--- src/rtl/mult_seq_pkg.sv ---
// Shared types and constants for the sequential multiplier controller.
package mult_seq_pkg;

  localparam int MULT_SEQ_W_DEFAULT = 16;

  typedef enum logic [2:0] {
    S_IDLE = 3'd0,
    S_LOW  = 3'd1,
    S_HIGH = 3'd2,
    S_MID  = 3'd3,
    S_COMB = 3'd4,
    S_DONE = 3'd5
  } mult_state_t;

endpackage

--- src/rtl/karatsuba_uint_mult.sv ---
// Unsigned N x N -> 2N combinational multiplier, the single arithmetic
// multiplier shared by all passes of mult_seq_ctrl.
module karatsuba_uint_mult #(
  parameter int N = 8
) (
  input  logic [N-1:0]   x,
  input  logic [N-1:0]   y,
  output logic [2*N-1:0] z
);

  assign z = (2*N)'(x) * (2*N)'(y);

endmodule

--- src/rtl/mult_seq_ctrl.sv ---
// Sequential W x W unsigned multiplier built from three W/2-bit passes of one
// shared multiplier (Karatsuba). Optional macro MULT_SEQ_ZERO_SKIP_EN skips
// the passes when either operand is zero.
//
// state  | meaning
// IDLE   | in_ready high, waiting for a request
// LOW    | register al*bl
// HIGH   | register ah*bh
// MID    | register sa*sb (low bits of the half sums)
// COMB   | combine partial products into p
// DONE   | out_valid high, wait for out_ready
module mult_seq_ctrl
  import mult_seq_pkg::*;
#(
  parameter int W = MULT_SEQ_W_DEFAULT
) (
  input  logic           clk,
  input  logic           rst_n,
  input  logic           in_valid,
  output logic           in_ready,
  input  logic [W-1:0]   a,
  input  logic [W-1:0]   b,
  output logic           out_valid,
  input  logic           out_ready,
  output logic [2*W-1:0] p,
  output logic           busy
);

  localparam int H = W / 2;

  mult_state_t state;

  logic [W-1:0] a_r, b_r;
  logic [W-1:0] lo_r, hi_r, mm_r;

  logic [H-1:0] al, ah, bl, bh;
  logic [H:0]   sum_a, sum_b;
  logic [H-1:0] sa, sb;
  logic         ca, cb;

  logic [H-1:0] mul_x, mul_y;
  logic [W-1:0] mul_z;

  logic [W+1:0]   cross_w, mid_w, mid_sub;
  logic [2*W-1:0] p_next;

  assign al = a_r[H-1:0];
  assign ah = a_r[W-1:H];
  assign bl = b_r[H-1:0];
  assign bh = b_r[W-1:H];

  assign sum_a = {1'b0, ah} + {1'b0, al};
  assign sum_b = {1'b0, bh} + {1'b0, bl};
  assign sa    = sum_a[H-1:0];
  assign sb    = sum_b[H-1:0];
  assign ca    = sum_a[H];
  assign cb    = sum_b[H];

  always_comb begin
    mul_x = '0;
    mul_y = '0;
    case (state)
      S_LOW:  begin mul_x = al; mul_y = bl; end
      S_HIGH: begin mul_x = ah; mul_y = bh; end
      S_MID:  begin mul_x = sa; mul_y = sb; end
      default: ;
    endcase
  end

  karatsuba_uint_mult #(.N(H)) u_mult (
    .x (mul_x),
    .y (mul_y),
    .z (mul_z)
  );

  // Restore the full (ah+al)*(bh+bl) from the truncated sums and their carries.
  assign cross_w = (W+2)'(ca ? sb : '0) + (W+2)'(cb ? sa : '0);
  assign mid_w   = (W+2)'(mm_r) + (cross_w << H) + ((W+2)'(ca & cb) << W);
  assign mid_sub = mid_w - (W+2)'(hi_r) - (W+2)'(lo_r);
  assign p_next  = {hi_r, {W{1'b0}}} + ((2*W)'(mid_sub) << H) + (2*W)'(lo_r);

  always_ff @(posedge clk or negedge rst_n) begin
    if (!rst_n) begin
      state     <= S_IDLE;
      a_r       <= '0;
      b_r       <= '0;
      lo_r      <= '0;
      hi_r      <= '0;
      mm_r      <= '0;
      p         <= '0;
      out_valid <= 1'b0;
      in_ready  <= 1'b1;
      busy      <= 1'b0;
    end else begin
      case (state)
        S_IDLE: begin
          if (in_valid) begin
            a_r      <= a;
            b_r      <= b;
            in_ready <= 1'b0;
            busy     <= 1'b1;
`ifdef MULT_SEQ_ZERO_SKIP_EN
            if (a == '0 || b == '0) begin
              p         <= '0;
              out_valid <= 1'b1;
              state     <= S_DONE;
            end else begin
              state <= S_LOW;
            end
`else
            state <= S_LOW;
`endif
          end
        end
        S_LOW: begin
          lo_r  <= mul_z;
          state <= S_HIGH;
        end
        S_HIGH: begin
          hi_r  <= mul_z;
          state <= S_MID;
        end
        S_MID: begin
          mm_r  <= mul_z;
          state <= S_COMB;
        end
        S_COMB: begin
          p         <= p_next;
          out_valid <= 1'b1;
          state     <= S_DONE;
        end
        S_DONE: begin
          if (out_ready) begin
            out_valid <= 1'b0;
            in_ready  <= 1'b1;
            busy      <= 1'b0;
            state     <= S_IDLE;
          end
        end
        default: begin
          out_valid <= 1'b0;
          in_ready  <= 1'b1;
          busy      <= 1'b0;
          state     <= S_IDLE;
        end
      endcase
    end
  end

endmodule

--- config.mk ---
export PLATFORM = sky130hd
export DESIGN_NAME = mult_seq_ctrl
export DESIGN_NICKNAME = d
export VERILOG_FILES = /design/src/rtl/mult_seq_pkg.sv /design/src/rtl/karatsuba_uint_mult.sv /design/src/rtl/mult_seq_ctrl.sv
export SDC_FILE = /design/constraint.sdc
export NUM_CORES = 1
export LEC_CHECK = 0
export BUFFER_PORTS_ARGS = -buffer_cell sky130_fd_sc_hd__buf_2
export CORE_UTILIZATION = 45
export CTS_CLUSTER_SIZE = 25
export DETAILED_ROUTE_END_ITERATION = 8
export MAX_ROUTING_LAYER = met4
export PLACE_DENSITY = 0.65
export SLEW_MARGIN = 10
export SYNTH_ARGS = -nofsm -noshare
export SYNTH_HDL_FRONTEND = slang
export SYNTH_HIERARCHICAL = 1
export SYNTH_SLANG_ARGS = --single-unit
export TNS_END_PERCENT = 1
--- constraint.sdc ---
create_clock -name clk -period 13.4 [get_ports clk]
set_input_delay 0.67 -clock clk [delete_from_list [all_inputs] [get_ports clk]]
set_output_delay 0.67 -clock clk [all_outputs]
set_load 0.05 [all_outputs]
### Word-level counts from Yosys, hierarchy flattened

Index checks and enable logic that the tools add are counted.
W data, S select, Z words.

| word-level totals | value |
|---|---|
| flip-flop bits (word level) | 118 |
| bits in latches | 0 |
| memory bits (writable) | 0 |
| ROM bits | 0 |
| input bits | 36 |
| output and inout bits | 35 |
| word-level logic and storage cells | 51 |
| memories | 0 |

| operators by class | value |
|---|---|
| $add $sub $neg | 9 |
| $mul | 1 |
| divide/modulo/power cells | 0 |
| magnitude comparators | 0 |
| equal/unequal tests | 7 |
| shift-type cells | 0 |
| multiplexer cells | 14 |
| bitwise operators | 3 |
| reductions and logical operators | 7 |

Operators with widths:

| cell | number |
|---|---|
| $pmux W8 S3 | 2 |
| $sub A18 B16 Y18 | 2 |
| $add A32 B16 Y32 | 1 |
| $add A32 B26 Y32 | 1 |
| $add A8 B8 Y9 | 3 |
| $add A16 B17 Y18 | 1 |
| $add A18 B17 Y18 | 1 |
| $pmux W3 S6 | 1 |
| $mul A8 B8 Y16 | 1 |
| $mux W8 | 2 |
| $pmux W1 S3 | 3 |
| $reduce_or A4 Y1 | 2 |
| $eq A3 B2 Y1 const B | 2 |
| $eq A3 B3 Y1 const B | 2 |
| $mux W3 | 2 |
| $reduce_and A2 Y1 | 3 |
| $mux W1 | 4 |
| $ne A2 B2 Y1 const B | 2 |
| $eq A3 B1 Y1 const B | 1 |
| $logic_not A3 Y1 | 1 |
| $reduce_and A3 Y1 | 1 |
| $not A1 Y1 | 2 |
| $and A1 B1 Y1 | 1 |

### Depth between registers and ports, before layout

Gate-level depths: netlist (run 1).

| depth | value |
|---|---|
| depth after elaboration | 9 |
| gate-level depth with buffers | 36 |
| mapped depth without buffers | 35 |

### Modules after synthesis

The synthesis (run 1) kept the hierarchy.

By module, submodules not included:

| module | instances | cells an instance | area an instance (sq um) | sequential area each (sq um) |
|---|---|---|---|---|
| mult_seq_ctrl | 1 | 828 | 7,856.3 | 2,954.1 |
| karatsuba_uint_mult | 1 | 243 | 2,122.0 | 0.0 |

### Least setup slack after synthesis (run 1)

OpenSTA, ideal clock, no wires.

| timing | value |
|---|---|
| path kind | flip-flop to flip-flop |
| from | register a_r[0] |
| to | register p[29] |
| setup time | 0.141 ns |
| data arrival time | 6.356 ns |
| required time | 13.259 ns |
| setup slack | 6.903 ns |
| cell stages (with the launch flop) | 35 |
| buffers on the path | 1 |
| period minus slack after synthesis | 6.497 ns |
| cells stage by stage | dfrtp_1 -> ha_1 -> inv_1 -> fa_1 -> inv_1 -> a21oi_1 -> o21ai_0 -> a21oi_1 -> o21bai_1 -> a21o_1 -> a21oi_1 -> or2_2 -> fa_1 -> inv_1 -> a21oi_1 -> o21ai_0 -> a21o_1 -> a21o_1 -> xor2_1 -> fa_1 -> ha_1 -> clkbuf_1 -> nand3_1 -> inv_1 -> or3_1 -> a21oi_1 -> ha_1 -> a21o_1 -> a21o_1 -> a21o_1 -> a21oi_1 -> nor2_1 -> or3_1 -> o21ai_0 -> a211oi_1 |

| on the way | value |
|---|---|
| cells in the longest elaborated chain, start to end | 9 |
| elaborated cells on any way between the ends | 11 |
| those cells by class | add/sub: 8; mux: 2; bitwise: 1 |

Ends and longest elaborated chain:

| element | RTL line | text |
|---|---|---|
| start, declared | mult_seq_ctrl.sv:33 | `logic [W-1:0] a_r, b_r;` |
| start signal, assigned | mult_seq_ctrl.sv:85 | `a_r <= '0;` |
| start signal, assigned | mult_seq_ctrl.sv:98 | `a_r <= a;` |
| $add A8 B8 Y9 * | mult_seq_ctrl.sv:52 | `assign sum_a = {1'b0, ah} + {1'b0, al};` |
| $mux W8 | mult_seq_ctrl.sv:77 | `assign cross_w = (W+2)'(ca ? sb : '0) + (W+2)'(cb ? sa : '0);` |
| $add A8 B8 Y9 | mult_seq_ctrl.sv:77 |  |
| $add A16 B17 Y18 | mult_seq_ctrl.sv:78 | `assign mid_w = (W+2)'(mm_r) + (cross_w << H) + ((W+2)'(ca & cb) << W);` |
| $add A18 B17 Y18 * | mult_seq_ctrl.sv:78 |  |
| $sub A18 B16 Y18 * (2 in a row) | mult_seq_ctrl.sv:79 | `assign mid_sub = mid_w - (W+2)'(hi_r) - (W+2)'(lo_r);` |
| $add A32 B26 Y32 * | mult_seq_ctrl.sv:80 | `assign p_next = {hi_r, {W{1'b0}}} + ((2*W)'(mid_sub) << H) + (2*W)'(lo_r);` |
| $add A32 B16 Y32 * | mult_seq_ctrl.sv:80 |  |
| end signal, assigned | mult_seq_ctrl.sv:128 | `p <= p_next;` |
| end, declared | mult_seq_ctrl.sv:25 | `output logic [2*W-1:0] p,` |

Mark *: on every way between the ends. The rest lies on a longest branch, timed or not.
A chain may end at the register's enable or synchronous reset.

### Worst setup path in the final report (run 1)

Ends and elaborated chain as after synthesis.

==> summary.md, run 1 <==
| Metric | Value |
|---|---|
| Initial Util | 45.9% |
| Tightest Hold Check Type | input port to async pin |
| Slew @ Worst Pin | slightly above 0.9 ns |
| Setup violators final | 0 |
| Largest net degree at the start of global routing | 67 |
| DR vias/cell | between 5 and 6 |
| Layout area overhead | 12.3% |
| FF-to-FF path depth | 35 |
| R2r startpoint | a_r[0] |
| GR Overflow Total | 0 |
| Vias in the first global route | 7493 |
| Final cycle utilization of the critical path | roughly 52% |
| Synth unique cells | 55 |
| Most common cell after layout, fill and taps aside | nand2_1 |
| Yosys reg bits | roughly 120 |
| Via count | between 7k and 8k |
| Area of the core | between 20000 and 25000 µm² |
| Min cycle time layout | between 7 and 8 ns |
| ANT nets after route | 0 |
| Post-Syn Area | ~10000 µm² |
| Overall die height | approximately 150 µm |
| Final hold vios | 0 |
| Initial antenna violation count | 0 |
| Max-slew violation count | 0 |
| Post-layout nets | around 1.3k |
| Critical Path RT | about 14 ns |
| EDFF count, synth | 0 |
| Initial DRC Count | 390 |
| Worst EP arrival | ~7.3 ns |
| DRT Pass-1 Iters | 5 |
| Yosys warns | 6 |
| Placer Congestion | 0.887 |
| Mapped Cells | roughly 1.1k |
| # diodes | 0 |
| CTS clk-pin slew, worst paths | ~0.06 ns |
| DP Wirelength | 17.8 mm |
| Largest fanout on the critical path | 10 |
| Max Buffers Root-to-Sink | 2 |
| # resized after CTS | 0 |
| Ys async rst share | 100% |
| TNS Setup | 0 ns |
| Site Rows | 54 |
| Die area | about 23000 µm² |
| H-tree Lvls | 4 |
| GRT Overall Usage | a little over a fifth |
| Final setup margin | 6.37 ns |
| Sink Count | approximately 120 |
| Routed wire length | approximately 22 mm |
| Top_reg_cell synth | dfrtp_1 |
| Crit-path max cell delay | about 0.44 ns |
| Syn Area/Cell | slightly above 9 µm² |
| DRC viols | 0 |
| Critical path's slowest cell | fa_1 |
| Area share of the largest cell type after synthesis | ~30% |
| Io pins | between 70 and 80 |
| RSZ-0062 raised after global routing | no |
| Place WS | around 6.4 ns |
| Seq/Total Area, Yosys | approximately 30% |
| DR WL/cell | around 16 µm |
| Synthesized net count | 1275 |
| Critical path origin | a_r[0] |
| TritonCTS Buffers | 17 |
| Layout cells sized above 1 | ~15% |
| Final Skew | roughly 0.013 ns |
| Root buffer cell | clkbuf_16 |
| Clk_lat worst skew | 0.43 ns |
| Setup crit start kind | flop |
| Area leader, netlist | dfrtp_1 |
| CTS tree | done |
| Max Cap Violations | 0 |
| Status | finished clean |
| Die Wd | 151 µm |
| Global-route wire length before repair | between 30 and 40 mm |
| Area contributors post-synth | dfrtp_1 29%, fa_1 13%, ha_1 13% |
| Most frequent cells in the layout | 122 x nand2_1, 117 x dfrtp_1, 116 x inv_1 |
| Fmax | roughly 0.14 GHz |
| Critical Path Sink Type | flop |
| Post-CTS Setup Bufs | 0 |
| IO buf count | 70 |
| Worst rel slew slack | around two fifths |
| Hold_buf cts | 0 |
| Setup CP Type | flop to flop |
-- logic make-up (layout without fill, tap and decap cells) --
logic type	count (synthesis)	count (layout)	share of synthesized area, %
AOI/OAI and AO/OA	249	249	14.9
adders and majority gates	168	168	26.0
muxes	49	49	5.52
buffers and inverters	148	227	5.59
DFF	118	118	29.6
and+or+nand+nor	281	281	13.2
xor gates and xnor gates	58	58	5.09
-- synthesized netlist by cell type (all sizes together), types with 7 or more instances --
cell type  count
ha           102
o21ai        100
a21oi         67
nand2        122
dfrtp        117
nor2b         13
nand3          8
fa            66
mux2          48
xor2          24
clkbuf        25
inv          116
xnor2         34
nor2          54
a22oi         13
a21o          22
and3           8
and2          48
a31oi          7
-- cell type report --
| type | instances | area [µm²] |
|---|---|---|
| Inverter | 117 | 439 |
| Fill cell | 2057 | 10600 |
| Clock inverter | 15 | 146 |
| Tap cell | 280 | 350 |
| Multi-Input combinational cell | 805 | 6480 |
| Timing Repair Buffer | 78 | 413 |
| Clock buffer | 17 | 425 |
| Sequential cell | 118 | 2950 |
-- path summary, 6_finish.rpt --
check                                to  slack (ns)
worst min register to register     p[9]        0.47
worst min-delay path              p[21]        0.26
worst max register to register    p[29]        6.37
max in group asynchronous       b_r[14]       11.82
worst max-delay path              p[29]        6.37
min in group clk                   p[9]        0.47
-- state kept, by name, summed over array words and instances, names as in the netlist --
register   count
a_r           16
lo_r          16
hi_r          16
in_ready       1
b_r           16
p             32
busy           1
state          3
out_valid      1
mm_r          16
-- per-stage QoR --
step,instances,instance area [µm²],util (%),hold WS [ns]
finish,1430,11200,51.5,0.264
global route,1430,11200,51.5,0.330
CTS,1430,11200,51.5,0.291
detailed placement,1398,10600,48.9,0.458
global placement,1398,10600,48.9,0.454
floorplan,1071,9980,-,0.374
-- critical path, delay by kind of cell, from the launching register on --
kind / cells / cell delay (ns)
compound gates: 17 / 2.59
xor+xnor: 1 / 0.18
fa+ha+maj: 7 / 2.33
buf+inv: 5 / 0.31
flops: 1 / 0.38
simple gates: 5 / 1.07
-- metal layers --
layer	vias to the layer above	GRT usage, %	share of wire (%)
met4	0	6.85	1.9
met5	-	-	0
met1	3643	27.7	47
met2	181	35.9	48
li1	3760	-	-
met3	33	2.83	3.3
Power of run 1 is not shown: default switching activity piles up to over one toggle a cycle in this logic, so the estimate is an artifact.
==> run 2, diff against run 1 <==
- clock period: 13.4 -> 7 ns (I/O delays scaled with it)
==> run 2 against run 1 <==
  * Clock-buffer cell count did not move
  * Setup slack worse by 6.0 ns
  * Non-clock buffer count up 23
  * Critical path depth unchanged
  * First-iteration DRC count is 4.1% lower
  * Global-route usage increased by 0.11 points
  * Cell count is 1.6% higher
  * Clock skew down 0.0051 ns
  * Register-to-register slack lost 6.0 ns
  * Critical endpoint unchanged
  * Largest cell class unchanged
==> summary.md, run 2 (synthesis gave the netlist of run 1 again) <==
| Metric | Value |
|---|---|
| FF-to-FF path depth | 35 (unchanged) |
| Fin area | 11400 µm² (+1.7%) |
| Critical Path Sink Type | flop |
| Die area | 22800 µm² (unchanged) |
| ANT nets after route | 0 (unchanged) |
| DRT Pass-1 Iters | 5 (unchanged) |
| Area of the core | 21800 µm² (unchanged) |
| H-tree Lvls | 4 (unchanged) |
| Root buffer cell | clkbuf_16 |
| Final Hold Slack | 0.143 ns (-0.122 ns) |
| Tightest Hold Check Type | input port to flop |
| GR Overflow Total | 0 (unchanged) |
| Worst EP arrival | 6.89 ns (-0.41 ns) |
| Initial Util | 45.9% (unchanged) |
| CTS tree | done |
| Max-slew violation count | 0 (unchanged) |
| Setup CP Type | flop to flop |
| Sink Count | 118 (unchanged) |
| Layout area overhead | 14.2% |
| Critical Path RT | 7.28 ns (-6.39 ns) |
| Status | finished clean |
| IO buf count | 70 (unchanged) |
| Met2 WL | 10.8 mm (-0.64%) |
| DRC viols | 0 (unchanged) |
| Fillers | 2053 (-0.19%) |
| Most common cell after layout, fill and taps aside | nand2_1 |
| Initial DRC Count | 374 (-4.1%) |
| Placer Congestion | 0.897 (+1.1%) |
| Routed wire length | 22.7 mm (+0.97%) |
| Die Wd | 151 µm (unchanged) |
| Site Rows | 54 (unchanged) |
| Most frequent cells in the layout | 122 x nand2_1, 117 x dfrtp_1, 116 x inv_1 |
| GRT Overall Usage | 21.8% (+0.11 points) |
| Post-layout nets | 1364 (+1.7%) |
| CTS clk-pin slew, worst paths | 0.06 ns (about the same) |
| Most common cell on crit path | a21o_1 |
| Via count | 7756 (+1.8%) |
| Max Cap Violations | 0 (unchanged) |
| Hold_sp | a[1] |
| Reg-to-reg slack, setup | 0.39 ns (-5.99 ns) |
| Worst hold endpoint | a_r[1] |
| Met1 WL | 10.6 mm (+0.80%) |
| Most flop-heavy register | p |
| TritonCTS Buffers | 17 (unchanged) |
| Final cycle utilization of the critical path | 94.5% (+42 points) |
| R2R Path End | p[29] |
| Initial antenna violation count | 0 (unchanged) |
| DR vias/cell | 5.34 (+0.21%) |
| Crit-path max cell delay | 0.45 ns (about the same) |
| Final Skew | 0.00811 ns (-0.00513 ns) |
| # diodes | 0 (unchanged) |
| Io pins | 71 (unchanged) |
| Fmax | 0.151 GHz (+6.3%) |
| Setup crit start kind | flop |
| Clk_lat worst skew | 0.42 ns (about the same) |
| Slew @ Worst Pin | 0.883 ns (-0.0305 ns) |
| Largest net degree at the start of global routing | 65 (-3.0%) |
| Vias in the first global route | 7506 (+0.17%) |
| R2r startpoint | b_r[0] |
| Highest metal used | met4 |
| Fin util | 52.4% (+0.88 points) |
| Final hold vios | 0 (unchanged) |
| Overall die height | 151 µm (unchanged) |
| Global-route wire length before repair | 37.4 mm (+0.47%) |
| DR WL/cell | 15.6 µm (-0.63%) |
| Max Buffers Root-to-Sink | 2 (unchanged) |
| Setup violators final | 0 (unchanged) |
| Largest fanout on the critical path | 5 (-5) |
| Min cycle time layout | 6.61 ns (-0.414 ns) |
| Placed Area | 10800 µm² (+1.3%) |
| Hold-critical path depth | 3 |
| DP Wirelength | 18.0 mm (+1.1%) |
| Worst rel slew slack | 41.1% (+2.7 points) |
| Layout cells sized above 1 | 17.6% (+2.2 points) |
| Critical path's slowest cell | fa_1 |
| WL met3 | 677 µm (-9.1%) |
| Max reg flops | 32 (unchanged) |
run 2: cell types whose count changed in the layout (fill, tap and decap cells not counted), sizes merged:
cell         delta
dlygate4sd3     +1
buf            +22
bufinv          -1
clkinvlp        +1
run 2: cell type report:
type	count	area [µm²]	share of cell area, %
clock buffers	17	425	3.73
repair buffers	101	588	5.16
well taps	280	350	3.07
inverters	117	439	3.85
clock inverters	15	120	1.05
multi-input cells	805	6520	57.2
flip-flops and latches	118	2950	25.9
run 2: critical path, delay by kind of cell, from the launching register on:
kind            cells  cell delay (ns)
flops               1             0.38
simple gates        5             1.01
fa+ha+maj           7             2.21
xor+xnor            1             0.19
buf+inv             5             0.31
compound gates     17             2.37
run 2: how the worst max path moves through the flow:
| stage | startpoint | endpoint | cells after the start |
|---|---|---|---|
| CTS | b_r[0] | p[29] | 35 |
| finish | b_r[0] | p[29] | 35 |
| detailed placement | b_r[0] | p[29] | 35 |
| global route | b_r[0] | p[29] | 35 |
| floorplan | a_r[0] | p[29] | 34 |
| global placement | a_r[0] | p[29] | 33 |
run 2: through the flow:
stage	setup slack (ns)	TNS, ns	cells
final	0.388	0	1453
after global routing	-0.0104	-0.0104	1453
after CTS	0.131	0	1450
after detailed placement	0.160	0	1417
after global placement	0.365	0	1417
after floorplan	0.503	0	1071
run 2: routing by layer:
| layer | up-vias | GRT usage [%] |
|---|---|---|
| li1 | 3787 | - |
| met1 | 3771 | 27.4 |
| met2 | 159 | 35.1 |
| met3 | 39 | 3.10 |
| met4 | 0 | 9.45 |
| met5 | - | - |
run 2: what timing repair did:
item | in CTS | in global routing
setup endpoints to repair | 0 | 6
gates resized for setup | 0 | 11
hold buffers | 1 | 0
hold endpoints to repair | 28 | 0
buffers inserted | 0 | 3
Power of run 2 is left out for the same reason.
